File: src/rtl/uart_pkg.sv
// Shared definitions for the UART receiver: state encoding, default line
// parameters and the frame width.
package uart_pkg;

  localparam int DEFAULT_CLK_FREQ = 50_000_000;
  localparam int DEFAULT_BAUD     = 9600;
  localparam int DATA_BITS        = 8;

  typedef enum logic [2:0] {
    IDLE,
    START,
    DATA,
    STOP,
    WAIT_HIGH
  } rx_state_e;

  function automatic logic majority3(input logic a, input logic b, input logic c);
    return (a & b) | (a & c) | (b & c);
  endfunction

endpackage

File: src/rtl/uart_baud_gen.sv
// Free-running oversample tick generator; emits a one-cycle tick every
// CLK_FREQ/(BAUD*OVERSAMPLE) clocks and is never resynchronised to frames.
module uart_baud_gen
  import uart_pkg::*;
#(
  parameter int CLK_FREQ   = DEFAULT_CLK_FREQ,
  parameter int BAUD       = DEFAULT_BAUD,
  parameter int OVERSAMPLE = 16
) (
  input  logic clk,
  input  logic rst_n,
  output logic tick
);

  localparam int TICK_DIV = CLK_FREQ / (BAUD * OVERSAMPLE);
  localparam int CNT_W    = (TICK_DIV > 1) ? $clog2(TICK_DIV) : 1;
  localparam logic [CNT_W-1:0] CNT_LAST = CNT_W'(TICK_DIV - 1);

  logic [CNT_W-1:0] cnt_q;
  logic [CNT_W-1:0] cnt_d;
  logic             at_last;

  assign at_last = (cnt_q == CNT_LAST);
  assign tick    = at_last;

  always_comb begin
    cnt_d = cnt_q + 1'b1;
    if (at_last) begin
      cnt_d = '0;
    end
  end

  always_ff @(posedge clk or negedge rst_n) begin
    if (!rst_n) begin
      cnt_q <= '0;
    end else begin
      cnt_q <= cnt_d;
    end
  end

endmodule

File: src/rtl/uart_rx.sv
// Oversampling 8N1 UART receiver with a valid/ready byte output, framing
// error pulse and sticky overrun flag.
module uart_rx
  import uart_pkg::*;
#(
  parameter int CLK_FREQ   = DEFAULT_CLK_FREQ,
  parameter int BAUD       = DEFAULT_BAUD,
  parameter int OVERSAMPLE = 16
) (
  input  logic                 clk,
  input  logic                 rst_n,
  input  logic                 rx_line,
  output logic [DATA_BITS-1:0] rx_data,
  output logic                 rx_valid,
  input  logic                 rx_ready,
  output logic                 rx_busy,
  output logic                 frame_err,
  output logic                 overrun
);

  localparam int CNT_W = $clog2(OVERSAMPLE);
  localparam int IDX_W = $clog2(DATA_BITS);
  localparam logic [CNT_W-1:0] CNT_HALF   = CNT_W'(OVERSAMPLE / 2 - 1);
  localparam logic [CNT_W-1:0] CNT_LAST   = CNT_W'(OVERSAMPLE - 1);
  localparam logic [CNT_W-1:0] CNT_PRE_S0 = CNT_W'(OVERSAMPLE - 3);
  localparam logic [CNT_W-1:0] CNT_PRE_S1 = CNT_W'(OVERSAMPLE - 2);
  localparam logic [IDX_W-1:0] IDX_LAST   = IDX_W'(DATA_BITS - 1);

  logic                 tick;
  logic                 sync1_q, sync2_q;
  logic                 rx_s;

  rx_state_e            state_q, state_d;
  logic [CNT_W-1:0]     cnt_q, cnt_d, cnt_inc;
  logic [IDX_W-1:0]     bit_idx_q, bit_idx_d;
  logic [DATA_BITS-1:0] shift_q, shift_d;
  logic [1:0]           smp_q, smp_d;

  logic                 start_seen;
  logic                 half_pt;
  logic                 bit_mid;
  logic                 mid_level;
  logic                 good_frame;
  logic                 bad_frame;

  logic [DATA_BITS-1:0] rx_data_q, rx_data_d;
  logic                 rx_valid_q, rx_valid_d;
  logic                 overrun_q, overrun_d;
  logic                 frame_err_q, frame_err_d;

  uart_baud_gen #(
    .CLK_FREQ  (CLK_FREQ),
    .BAUD      (BAUD),
    .OVERSAMPLE(OVERSAMPLE)
  ) u_baud_gen (
    .clk  (clk),
    .rst_n(rst_n),
    .tick (tick)
  );

  // Synchronizer resets to the idle-high line level so reset never looks like a start bit.
  always_ff @(posedge clk or negedge rst_n) begin
    if (!rst_n) begin
      sync1_q <= 1'b1;
      sync2_q <= 1'b1;
    end else begin
      sync1_q <= rx_line;
      sync2_q <= sync1_q;
    end
  end

  assign rx_s       = sync2_q;
  assign cnt_inc    = (cnt_q == CNT_LAST) ? '0 : cnt_q + 1'b1;
  assign start_seen = tick && !rx_s;
  assign half_pt    = tick && (cnt_q == CNT_HALF);
  assign bit_mid    = tick && (cnt_q == CNT_LAST);
  assign mid_level  = majority3(smp_q[0], smp_q[1], rx_s);

  always_ff @(posedge clk or negedge rst_n) begin
    if (!rst_n) begin
      state_q <= IDLE;
    end else begin
      state_q <= state_d;
    end
  end

  always_comb begin
    state_d = state_q;
    case (state_q)
      IDLE:      if (start_seen) state_d = START;
      START:     if (half_pt) state_d = rx_s ? IDLE : DATA;
      DATA:      if (bit_mid && (bit_idx_q == IDX_LAST)) state_d = STOP;
      STOP:      if (bit_mid) state_d = mid_level ? IDLE : WAIT_HIGH;
      WAIT_HIGH: if (tick && rx_s) state_d = IDLE;
      default:   state_d = IDLE;
    endcase
  end

  always_comb begin
    rx_busy    = (state_q != IDLE);
    good_frame = (state_q == STOP) && bit_mid && mid_level;
    bad_frame  = (state_q == STOP) && bit_mid && !mid_level;
  end

  // The bit decision lands on the tick where the count wraps to zero; the
  // two earlier samples of the majority vote are captured just before it.
  always_comb begin
    cnt_d     = cnt_q;
    bit_idx_d = bit_idx_q;
    shift_d   = shift_q;
    smp_d     = smp_q;
    case (state_q)
      IDLE: begin
        if (start_seen) cnt_d = '0;
      end
      START: begin
        if (half_pt) begin
          cnt_d     = '0;
          bit_idx_d = '0;
        end else if (tick) begin
          cnt_d = cnt_inc;
        end
      end
      DATA, STOP: begin
        if (tick) begin
          cnt_d = cnt_inc;
          if (cnt_q == CNT_PRE_S0) smp_d[0] = rx_s;
          if (cnt_q == CNT_PRE_S1) smp_d[1] = rx_s;
          if ((state_q == DATA) && (cnt_q == CNT_LAST)) begin
            shift_d   = {mid_level, shift_q[DATA_BITS-1:1]};
            bit_idx_d = bit_idx_q + 1'b1;
          end
        end
      end
      default: ;
    endcase
  end

  always_ff @(posedge clk or negedge rst_n) begin
    if (!rst_n) begin
      cnt_q     <= '0;
      bit_idx_q <= '0;
      shift_q   <= '0;
      smp_q     <= '0;
    end else begin
      cnt_q     <= cnt_d;
      bit_idx_q <= bit_idx_d;
      shift_q   <= shift_d;
      smp_q     <= smp_d;
    end
  end

  // A new byte may load in the same cycle the previous one is accepted.
  always_comb begin
    rx_data_d   = rx_data_q;
    rx_valid_d  = rx_valid_q;
    overrun_d   = overrun_q;
    frame_err_d = bad_frame;
    if (good_frame && (!rx_valid_q || rx_ready)) begin
      rx_data_d  = shift_q;
      rx_valid_d = 1'b1;
    end else if (rx_valid_q && rx_ready) begin
      rx_valid_d = 1'b0;
    end
    if (good_frame && rx_valid_q && !rx_ready) begin
      overrun_d = 1'b1;
    end
  end

  always_ff @(posedge clk or negedge rst_n) begin
    if (!rst_n) begin
      rx_data_q   <= '0;
      rx_valid_q  <= 1'b0;
      overrun_q   <= 1'b0;
      frame_err_q <= 1'b0;
    end else begin
      rx_data_q   <= rx_data_d;
      rx_valid_q  <= rx_valid_d;
      overrun_q   <= overrun_d;
      frame_err_q <= frame_err_d;
    end
  end

  assign rx_data   = rx_data_q;
  assign rx_valid  = rx_valid_q;
  assign overrun   = overrun_q;
  assign frame_err = frame_err_q;

endmodule

File: config.mk
export PLATFORM = sky130hd
export DESIGN_NAME = uart_rx
export DESIGN_NICKNAME = d
export VERILOG_FILES = /design/src/rtl/uart_pkg.sv /design/src/rtl/uart_baud_gen.sv /design/src/rtl/uart_rx.sv
export SDC_FILE = /design/constraint.sdc
export NUM_CORES = 1
export LEC_CHECK = 0
export ABC_AREA = 1
export CAP_MARGIN = 5
export CORE_MARGIN = 4
export CORE_UTILIZATION = 40
export DETAILED_ROUTE_END_ITERATION = 8
export HOLD_SLACK_MARGIN = 0.15
export PLACE_DENSITY_LB_ADDON = 0.05
export SKIP_LAST_GASP = 1
export SLEW_MARGIN = 20
export SYNTH_ARGS = -nofsm -noshare
export SYNTH_HDL_FRONTEND = slang
export SYNTH_SLANG_ARGS = --single-unit
File: constraint.sdc
create_clock -name clk -period 1.51 [get_ports clk]
set_input_delay 0.2265 -clock clk [delete_from_list [all_inputs] [get_ports clk]]
set_output_delay 0.2265 -clock clk [all_outputs]
set_load 0.02 [all_outputs]
* Yosys cells after proc, flatten, opt, wreduce, memory -nomap -nowiden
Cells that the tools add are included.
Cells by class: $add $sub $neg 3, eq/ne operators 17, multiplexer cells 20, bitwise logic cells 5, reductions and logical operators 30
Operators with widths (number):
- 3-bit two-way mux | 9
- 4-bit two-way mux | 4
- 3-bit one-hot mux with 5 select lines | 1
- 2-bit inequality test, second input constant | 7
- 1-bit logical AND | 13
- 4-bit equality test, second input constant | 3
- 4-bit one-hot mux with 3 select lines | 1
- 9-bit by 1-bit adder with 9-bit output, second input constant | 1
- 9-bit equality test, second input constant | 1
- 9-bit two-way mux | 1
- 3-bit AND reduction | 3
- 3-bit by 2-bit equality test with 1-bit output, second input constant | 2
- 3-bit equality test, second input constant | 2
- 3-bit one-hot mux with 2 select lines | 1
- 3-bit nonzero test | 2
- 5-bit AND reduction | 1
- 4-bit by 1-bit adder with 4-bit output, second input constant | 1
- 4-bit by 3-bit equality test with 1-bit output, second input constant | 1
- 1-bit zero test | 4
- 4-bit AND reduction | 1
- 2-bit nonzero test | 2
- 3-bit by 1-bit adder with 3-bit output, second input constant | 1
- 1-bit AND | 3
- 3-bit by 1-bit equality test with 1-bit output, second input constant | 1
- 7 further kinds | 9
Word-level totals: register bits after elaboration 42, input port bits 4, output and inout bits 12, logic and storage cells 88

* Logic depth before layout (Yosys ltp)
Gate-level depths: netlist (run 1).
depth after elaboration 6, mapped depth 11, depth with buffers taken out 10

* Cells and area by module
Synthesis (run 1) repeated with hierarchy kept, for this count alone.
Second synthesis, totals: cell total of the unflattened synthesis 260, area total of the unflattened synthesis 2097.0 um2
Modules (own cells, without submodules):
- uart_rx | instances 1, cells an instance 193, area an instance 1616.6 um2, sequential area each 828.3 um2
- uart_baud_gen | instances 1, cells an instance 67, area an instance 480.5 um2, sequential area each 225.2 um2

* Worst setup path before layout (run 1)
No wires, ideal clock.
kind register to register, start point register u_baud_gen.cnt_q[0], end point register cnt_q[0], library setup time 0.125 ns, arrival 1.337 ns, required time 1.385 ns, path slack 0.048 ns, stages on the path, launching flop included 10, buffers on the path 0, clock period less this slack 1.462 ns, cells stage by stage dfrtp_1 inv_1 ha_1 nand2_4 nor2_8 nand2_4 o21ai_2 nand2_1 nand2_1 nand3_1
On the way: word-level cells in the longest chain between the ends 4, elaborated cells between the ends (all ways) 8, classes of those cells 2 x eq/ne; 3 x mux; 3 x reduce/logical
Ends and longest elaborated chain:
- start, declared | line uart_baud_gen.sv:19 | logic [CNT_W-1:0] cnt_q;
- start signal, assigned | line uart_baud_gen.sv:37 | cnt_q <= cnt_d;
- 9-bit equality test (*) | line uart_baud_gen.sv:23 | assign at_last = (cnt_q == CNT_LAST);
- 4-bit two-way mux, or another cell as far along
- 4-bit two-way mux / 2-bit inequality test (equally long branches)
- 4-bit one-hot mux with 3 select lines / 2-bit AND reduction (equally long branches)
- end signal, assigned | line uart_rx.sv:146 | cnt_q <= cnt_d;
- end, declared | line uart_rx.sv:34 | logic [CNT_W-1:0] cnt_q, cnt_d, cnt_inc;
Every way passes the cells marked *; elsewhere a longest branch is shown, timed or not. A chain may end at the register's enable or synchronous reset.

* Worst setup path in the final report (run 1)
start point register u_baud_gen.cnt_q[0], end point register cnt_q[1]
The elaborated chain is that of the path after synthesis.

==> run metrics, run 1 <==
Mapped Area approximately 0.0023 mm2; Worst Hold Class primary input to flop; DRT Wirelength about 4.4 mm; initial core utilization 41.5%; fin nets about 320; area grow syn2layout 26.5%; worst clock skew approximately 0.0095 ns; total track usage between 10% and 20%; Worst-Margin Slew just over 0.4 ns; 1st-pass router iterations 4; CORE AREA 0.00554 mm2; post-synthesis sequential area ratio 45.9%; design area a little under 0.003 mm2; I/O Buffers 15; Post-DRT Antenna Nets 0; Final period util 97.8%; CP arrival around 1.7 ns; register area between 0.001 and 0.0015 mm2; biggest cell delay along the critical path approximately 0.4 ns; minimum clock period 1.48 ns; Post-DP Area between 0.002 and 0.003 mm2; kind of critical path flop to flop; CTS tree done; asr flop ratio synth 100%; Rel. slew slack between 70% and 80%; n_diodes 0; status finished, final reports clean; DRC viols 0; met1 WL between 2 and 2.5 mm; via count between 1500 and 2000; RSZ-0062 raised after global routing true; DIE AREA ~0.0070 mm2; number of max-cap violations 0; syn_nets 279; Die H between 80 and 90 um; CTS clk-pin slew, worst paths roughly 0.080 ns; HPWL after detailed placement between 3 and 4 mm; DRT iter0 DRCs 40; most frequent cell after synthesis nand2_1; Slew Viols, Final 0; vias in the first global route ~1700; synth warn 0; CP startpoint kind flop; Setup-failing EPs final 0; Crit Path Max Fanout 5; Worst Path Required ~1.7 ns; clk sinks 42; CTS Buffer Depth 2; initial antenna violation count 0; PD cells 714 mW/mm2; Num CTS Buffers 5; Top FF cell, synth dfrtp_1; Critical Path End Type flop; post-synth cell types 37; cell taking the most area after synthesis dfrtp_1; final hold violations 0; Post-synth EDFFs 0; largest net degree at the start of global routing 28; largest cells by area after synthesis dfrtp_1 (44%), nand2_1 (10%), inv_1 (7.2%); drt via density between 4 and 5; row cnt 27; wire length on met2 roughly 2 mm; Leakage ~1.5 nW; DIE WIDTH between 80 and 90 um; clock latency on the worst-skew pair roughly 0.30 ns; syn_area_per_cell between 8 and 9 um2; Crit-path slowest cell dfrtp_1; Multi-input gate area roughly 0.0011 mm2; share of cells above drive strength 1 28.3%; IO Pins 16; routability congestion estimate 0.800; WHS 0.331 ns; root buffer cell clkbuf_8; metal3 WL approximately 160 um; Peak VDD IR around 440 uV; wire length of the first global-routing pass 7.84 mm; Synth top cells by count nand2_1 (62), inv_1 (44), dfrtp_1 (40), nand3_1 (15), o21ai_1 (14); gr ovfl total 0; Setup TNS 0 ns; highest routed metal layer met4; Fmax achieved around 680 MHz; wire length per cell between 10 and 15 um; Cells after Synth 268; post-synthesis register bit count 42; fillers approximately 540; top cell type's share of synthesized area between 40 and 50%; htree depth 2; crit-path cells inv_2 > ha_4 > nand2_4 > nor2_8 > nand2_4 > buf_4 > nand2_1 > o21ai_2 > nand3_1 > nand3_1
-- sequential cells by signal, indices dropped and copies added (netlist names), 2 cells and up --
signal / cells
bit_idx_q: 3
cnt_q: 4
rx_data: 8
shift_q: 8
smp_q: 2
state_q: 3
u_baud_gen.cnt_q: 9
-- metrics by stage --
step	power, mW	std cells	utilization (%)	setup slack, ns
6_report	2.08	383	52.5	0.0332
3_5_place_dp	1.19	371	48.1	-0.0466
5_1_grt	2.17	383	52.5	-0.0651
4_1_cts	2.12	381	50.9	-0.0174
2_1_floorplan	1.15	268	-	0.0480
3_3_place_gp	1.19	371	48.1	-0.0108
-- layout by cell type (no fill, tap or decap), types with 2 or more instances in the layout --
master	instances
a21oi_1	4
a21oi_2	2
buf_12	2
buf_4	21
clkbuf_8	5
clkdlybuf4s50_1	5
clkinvlp_4	2
dfrtp_1	40
dfstp_2	2
dlymetal6s2s_1	7
ha_1	5
inv_1	42
inv_2	11
nand2_1	57
nand2_2	7
nand2_4	6
nand3_1	12
nand3_2	5
nand3_4	2
nand4_1	13
nor2_1	7
nor2_2	3
nor2_4	2
nor2_8	3
nor3_1	5
o21ai_0	5
o21ai_1	13
o21ai_2	2
xor2_1	2
-- cell families after synthesis --
kind of cell / share of synthesized area, %
compound gates: 7.57
xor+xnor: 1.14
fa+ha+maj: 3.81
buf+inv: 11.3
flops: 45.9
simple gates: 30.3
-- worst paths after layout --
check	startpoint	slack (ns)	cells after the start	endpoint
max reg2reg	u_baud_gen.cnt_q[0]$_DFF_PN0_	0.03	10	cnt_q[1]$_DFFE_PN0P_
max in group asynchronous	rst_n	0.64	3	frame_err$_DFF_PN0_
min	rx_line	0.33	1	sync1_q$_DFF_PN1_
min in group asynchronous	rst_n	0.39	2	u_baud_gen.cnt_q[3]$_DFF_PN0_
max	u_baud_gen.cnt_q[0]$_DFF_PN0_	0.03	10	cnt_q[1]$_DFFE_PN0P_
min reg2reg	sync1_q$_DFF_PN1_	0.36	0	rx_s$_DFF_PN1_
-- layout make-up --
class                           count  area share, %
Sequential cell                    42           36.2
Timing Repair Buffer               40           12.9
Tap cell                           72           3.10
Multi-Input combinational cell    166           36.5
Clock inverter                      3           1.55
Clock buffer                        5           2.37
Inverter                           55           7.36
-- repair_timing --
action / 4_1_cts / 5_1_grt
pin swaps: 4 / 5
hold buffers: 1 / 0
gates resized for setup: 9 / 25
endpoints found under the hold margin: 13 / 0
setup buffers: 1 / 2
setup endpoints to repair: 29 / 36
cloned: 0 / 0
-- layer usage --
layer  up-vias  global-route usage (%)
li1        932                       -
met1       824                    18.3
met2        19                    21.3
met3         4                    3.85
met4         0                    3.51
met5         -                       0
-- report_power, final --
part / switching (mW) / internal [mW]
registers: 0.00356 / 1.13
clock network: 0.414 / 0.492
logic: 0.0245 / 0.0126
-- worst max-delay path, delay by kind of cell, from the launching register on --
family                   cells  cell delay (ns)
buffers and inverters        2             0.24
AND/OR/NAND/NOR              6             0.53
AO/OA/AOI/OAI                1             0.06
adder cells (fa/ha/maj)      1             0.13
flip-flops                   1             0.40
(Power assumes the default switching activity.)
==> inputs of run 2 (changes only) <==
- CTS_CLUSTER_SIZE: not set -> 40
==> results of run 2 <==
Final layout, timing and power as in run 1 (identical DEF).
==> inputs of run 3 (changes only) <==
- CELL_PAD_IN_SITES_DETAIL_PLACEMENT: not set -> 1
- CELL_PAD_IN_SITES_GLOBAL_PLACEMENT: not set -> 1
==> run metrics, run 3 (synthesis gave the netlist of run 1 again) <==
RR Startpoint u_baud_gen.cnt_q[1]$_DFF_PN0_; Rel. slew slack 70.9% (-1.9 points); Flop pwr share 58.2% (+3.7 points); wire length per cell 13.7 um (+19%); DRT iter0 DRCs 67 (+68%); DRT Wirelength 5.31 mm (+20%); Setup-failing EPs final 5 (+5); Die H 83.8 um (unchanged); Worst Path Required 1.71 ns (about the same); Worst-Margin Slew 0.437 ns (+0.0278 ns); Crit-path slowest cell dfrtp_1; minimum clock period 1.53 ns (+0.0554 ns); vias in the first global route 1977 (+16%); DIE AREA 0.00702 mm2 (unchanged); gr ovfl total 0 (unchanged); Comb power frac 2.2% (+0.4 points); Setup TNS -0.0511 ns (-0.0511 ns); Num CTS Buffers 5 (unchanged); drt via density 4.74 (+2.0%); CP startpoint kind flop; final hold violations 0 (unchanged); RSZ-0062 raised after global routing true; Peak VDD IR 327 uV (-25%); Fmax achieved 653 MHz (-3.6%); clk sinks 42 (unchanged); CORE AREA 0.00554 mm2 (unchanged); Crit Path Max Fanout 5 (unchanged); Post-DRT Antenna Nets 0 (unchanged); largest net degree at the start of global routing 26 (-7.1%); Worst Hold Class primary input to flop; crit-path leading delay family simple AND/OR/NAND/NOR gates; DIE WIDTH 83.8 um (unchanged); Final period util 101% (+3.7 points); 1st-pass router iterations 4 (unchanged); Buf+Inv Stages, Crit Path 4 (+2); Slew Viols, Final 0 (unchanged); WHS 0.331 ns (+0.000177 ns); Reg2Reg Depth 10 (unchanged); Power Internal 1.51 mW (-7.5%); Net Sw Power 432 uW (-2.4%); flop-to-flop setup slack -0.02 ns (-0.06 ns); CTS clk-pin slew, worst paths 0.08 ns (about the same); wire length of the first global-routing pass 9.47 mm (+21%); initial core utilization 41.5% (unchanged); crit-path cells inv_2 > ha_4 > nand2_4 > nor2_8 > nand3_4 > buf_6 > clkinv_4 > nand4_1 > nand2_1 > inv_1; Critical Path End Type flop; Clock power frac 39.6% (-4.1 points); fin nets 324 (+0.93%); biggest cell delay along the critical path 0.41 ns (about the same); CP arrival 1.73 ns (+0.07 ns); row cnt 27 (unchanged); area grow syn2layout 28.7%; CP startpoint u_baud_gen.cnt_q[1]$_DFF_PN0_; root buffer cell clkbuf_8; clock latency on the worst-skew pair 0.29 ns (about the same); kind of critical path flop to flop; reg2reg end rx_data[3]$_DFFE_PN0P_; Leakage 1.57 nW (+2.6%); via count 1828 (+2.8%); max reg flops 9 (unchanged); Switching Fraction 22.2% (+0.91 points); share of cells above drive strength 1 29.9% (+1.6 points); I/O Buffers 15 (unchanged); number of max-cap violations 0 (unchanged); Biggest register u_baud_gen.cnt_q; CTS tree done; total track usage 16.6% (+3.0 points); htree depth 2 (unchanged); setup slack after layout -0.0221 ns (-0.0554 ns); DRC viols 0 (unchanged); fillers 637 (+19%); leading cell type in the layout, fill and taps excluded nand2_1; n_diodes 0 (unchanged); CP Depth 10 (unchanged); Pwr Total 1.94 mW (-6.4%); CTS Buffer Depth 2 (unchanged); worst clock skew 0.00627 ns (-0.00323 ns); routability congestion estimate 0.794 (-0.79%); IO Pins 16 (unchanged); most frequent cells in the layout nand2_1 (52), inv_1 (42), dfrtp_1 (40); violated checks setup timing; initial antenna violation count 0 (unchanged); CP Capture Point rx_data[3]$_DFFE_PN0P_; PD cells 657 mW/mm2 (-8.0%); status finished with violations; HPWL after detailed placement 3.87 mm (+21%)
## run 3: cell count changes in the layout (fill, tap and decap cells not counted), moves of 2 or more
| cell | change |
|---|---|
| nand3_2 | -2 |
| dlymetal6s2s_1 | +3 |
| nand2_1 | -5 |
| nand2_2 | +5 |
| clkdlybuf4s50_1 | -2 |
## run 3: worst min-delay path by stage
stage                 start                  endpoint  slack, ns  cells past startpoint
floorplan             rst_n  bit_idx_q[0]$_DFFE_PN0P_      -0.07                      0
global placement      rst_n    rx_data[3]$_DFFE_PN0P_       0.19                      1
detailed placement    rst_n    rx_data[3]$_DFFE_PN0P_       0.20                      1
CTS                 rx_line         sync1_q$_DFF_PN1_       0.32                      1
global route        rx_line         sync1_q$_DFF_PN1_       0.32                      1
finish              rx_line         sync1_q$_DFF_PN1_       0.33                      1
## run 3: layout make-up
| type | instances | area (um2) | share of cell area [%] |
|---|---|---|---|
| clock buffer | 6 | 82.6 | 2.79 |
| multi-input combinational | 166 | 1080 | 36.6 |
| inverter | 55 | 224 | 7.58 |
| timing repair inverter | 1 | 8.76 | 0.296 |
| sequential | 42 | 1050 | 35.6 |
| tap | 72 | 90.1 | 3.05 |
| clock inverter | 2 | 12.5 | 0.423 |
| timing repair buffer | 42 | 403 | 13.6 |
## run 3: routing by layer
layer / part of all wire [%] / up-vias / global-route usage (%)
li1: - / 933 / -
met4: 1.2 / 0 / 4.82
met5: 0 / - / 0
met1: 44 / 874 / 21.4
met2: 53 / 14 / 28.3
met3: 1.8 / 7 / 2.96
## run 3: timing repair
item | CTS | global route
cloned | 1 | 0
hold buffers | 1 | 0
gates resized for setup | 11 | 35
pin swaps | 5 | 12
endpoints found under the setup margin | 28 | 45
buffers inserted | 4 | 3
hold endpoints to repair | 15 | 0
## run 3: per-stage QoR
step | instance area [um2] | setup slack [ns] | instances | util (%)
after floorplan | 2300 | 0.0480 | 268 | -
after global placement | 2650 | 0.0181 | 369 | 47.9
after detailed placement | 2650 | -0.0305 | 369 | 47.9
after CTS | 2830 | -0.0145 | 383 | 51.1
after global routing | 2960 | -0.142 | 386 | 53.4
final | 2960 | -0.0221 | 386 | 53.4
## run 3: worst reg2reg max path: cells and delay by family (launching register included)
kind          cells  cell delay [ns]
simple gates      5             0.55
fa+ha+maj         1             0.14
flops             1             0.41
buf+inv           4             0.34
## run 3: power by group through the flow
stage | registers, mW | clock network, mW | logic, mW
final | 1.13 | 0.770 | 0.0419
after global routing | 1.13 | 0.864 | 0.0495
after CTS | 1.13 | 0.803 | 0.0442
after detailed placement | 1.15 | 0 | 0.0422
after global placement | 1.15 | 0 | 0.0411
after floorplan | 1.15 | 0 | 0.00120
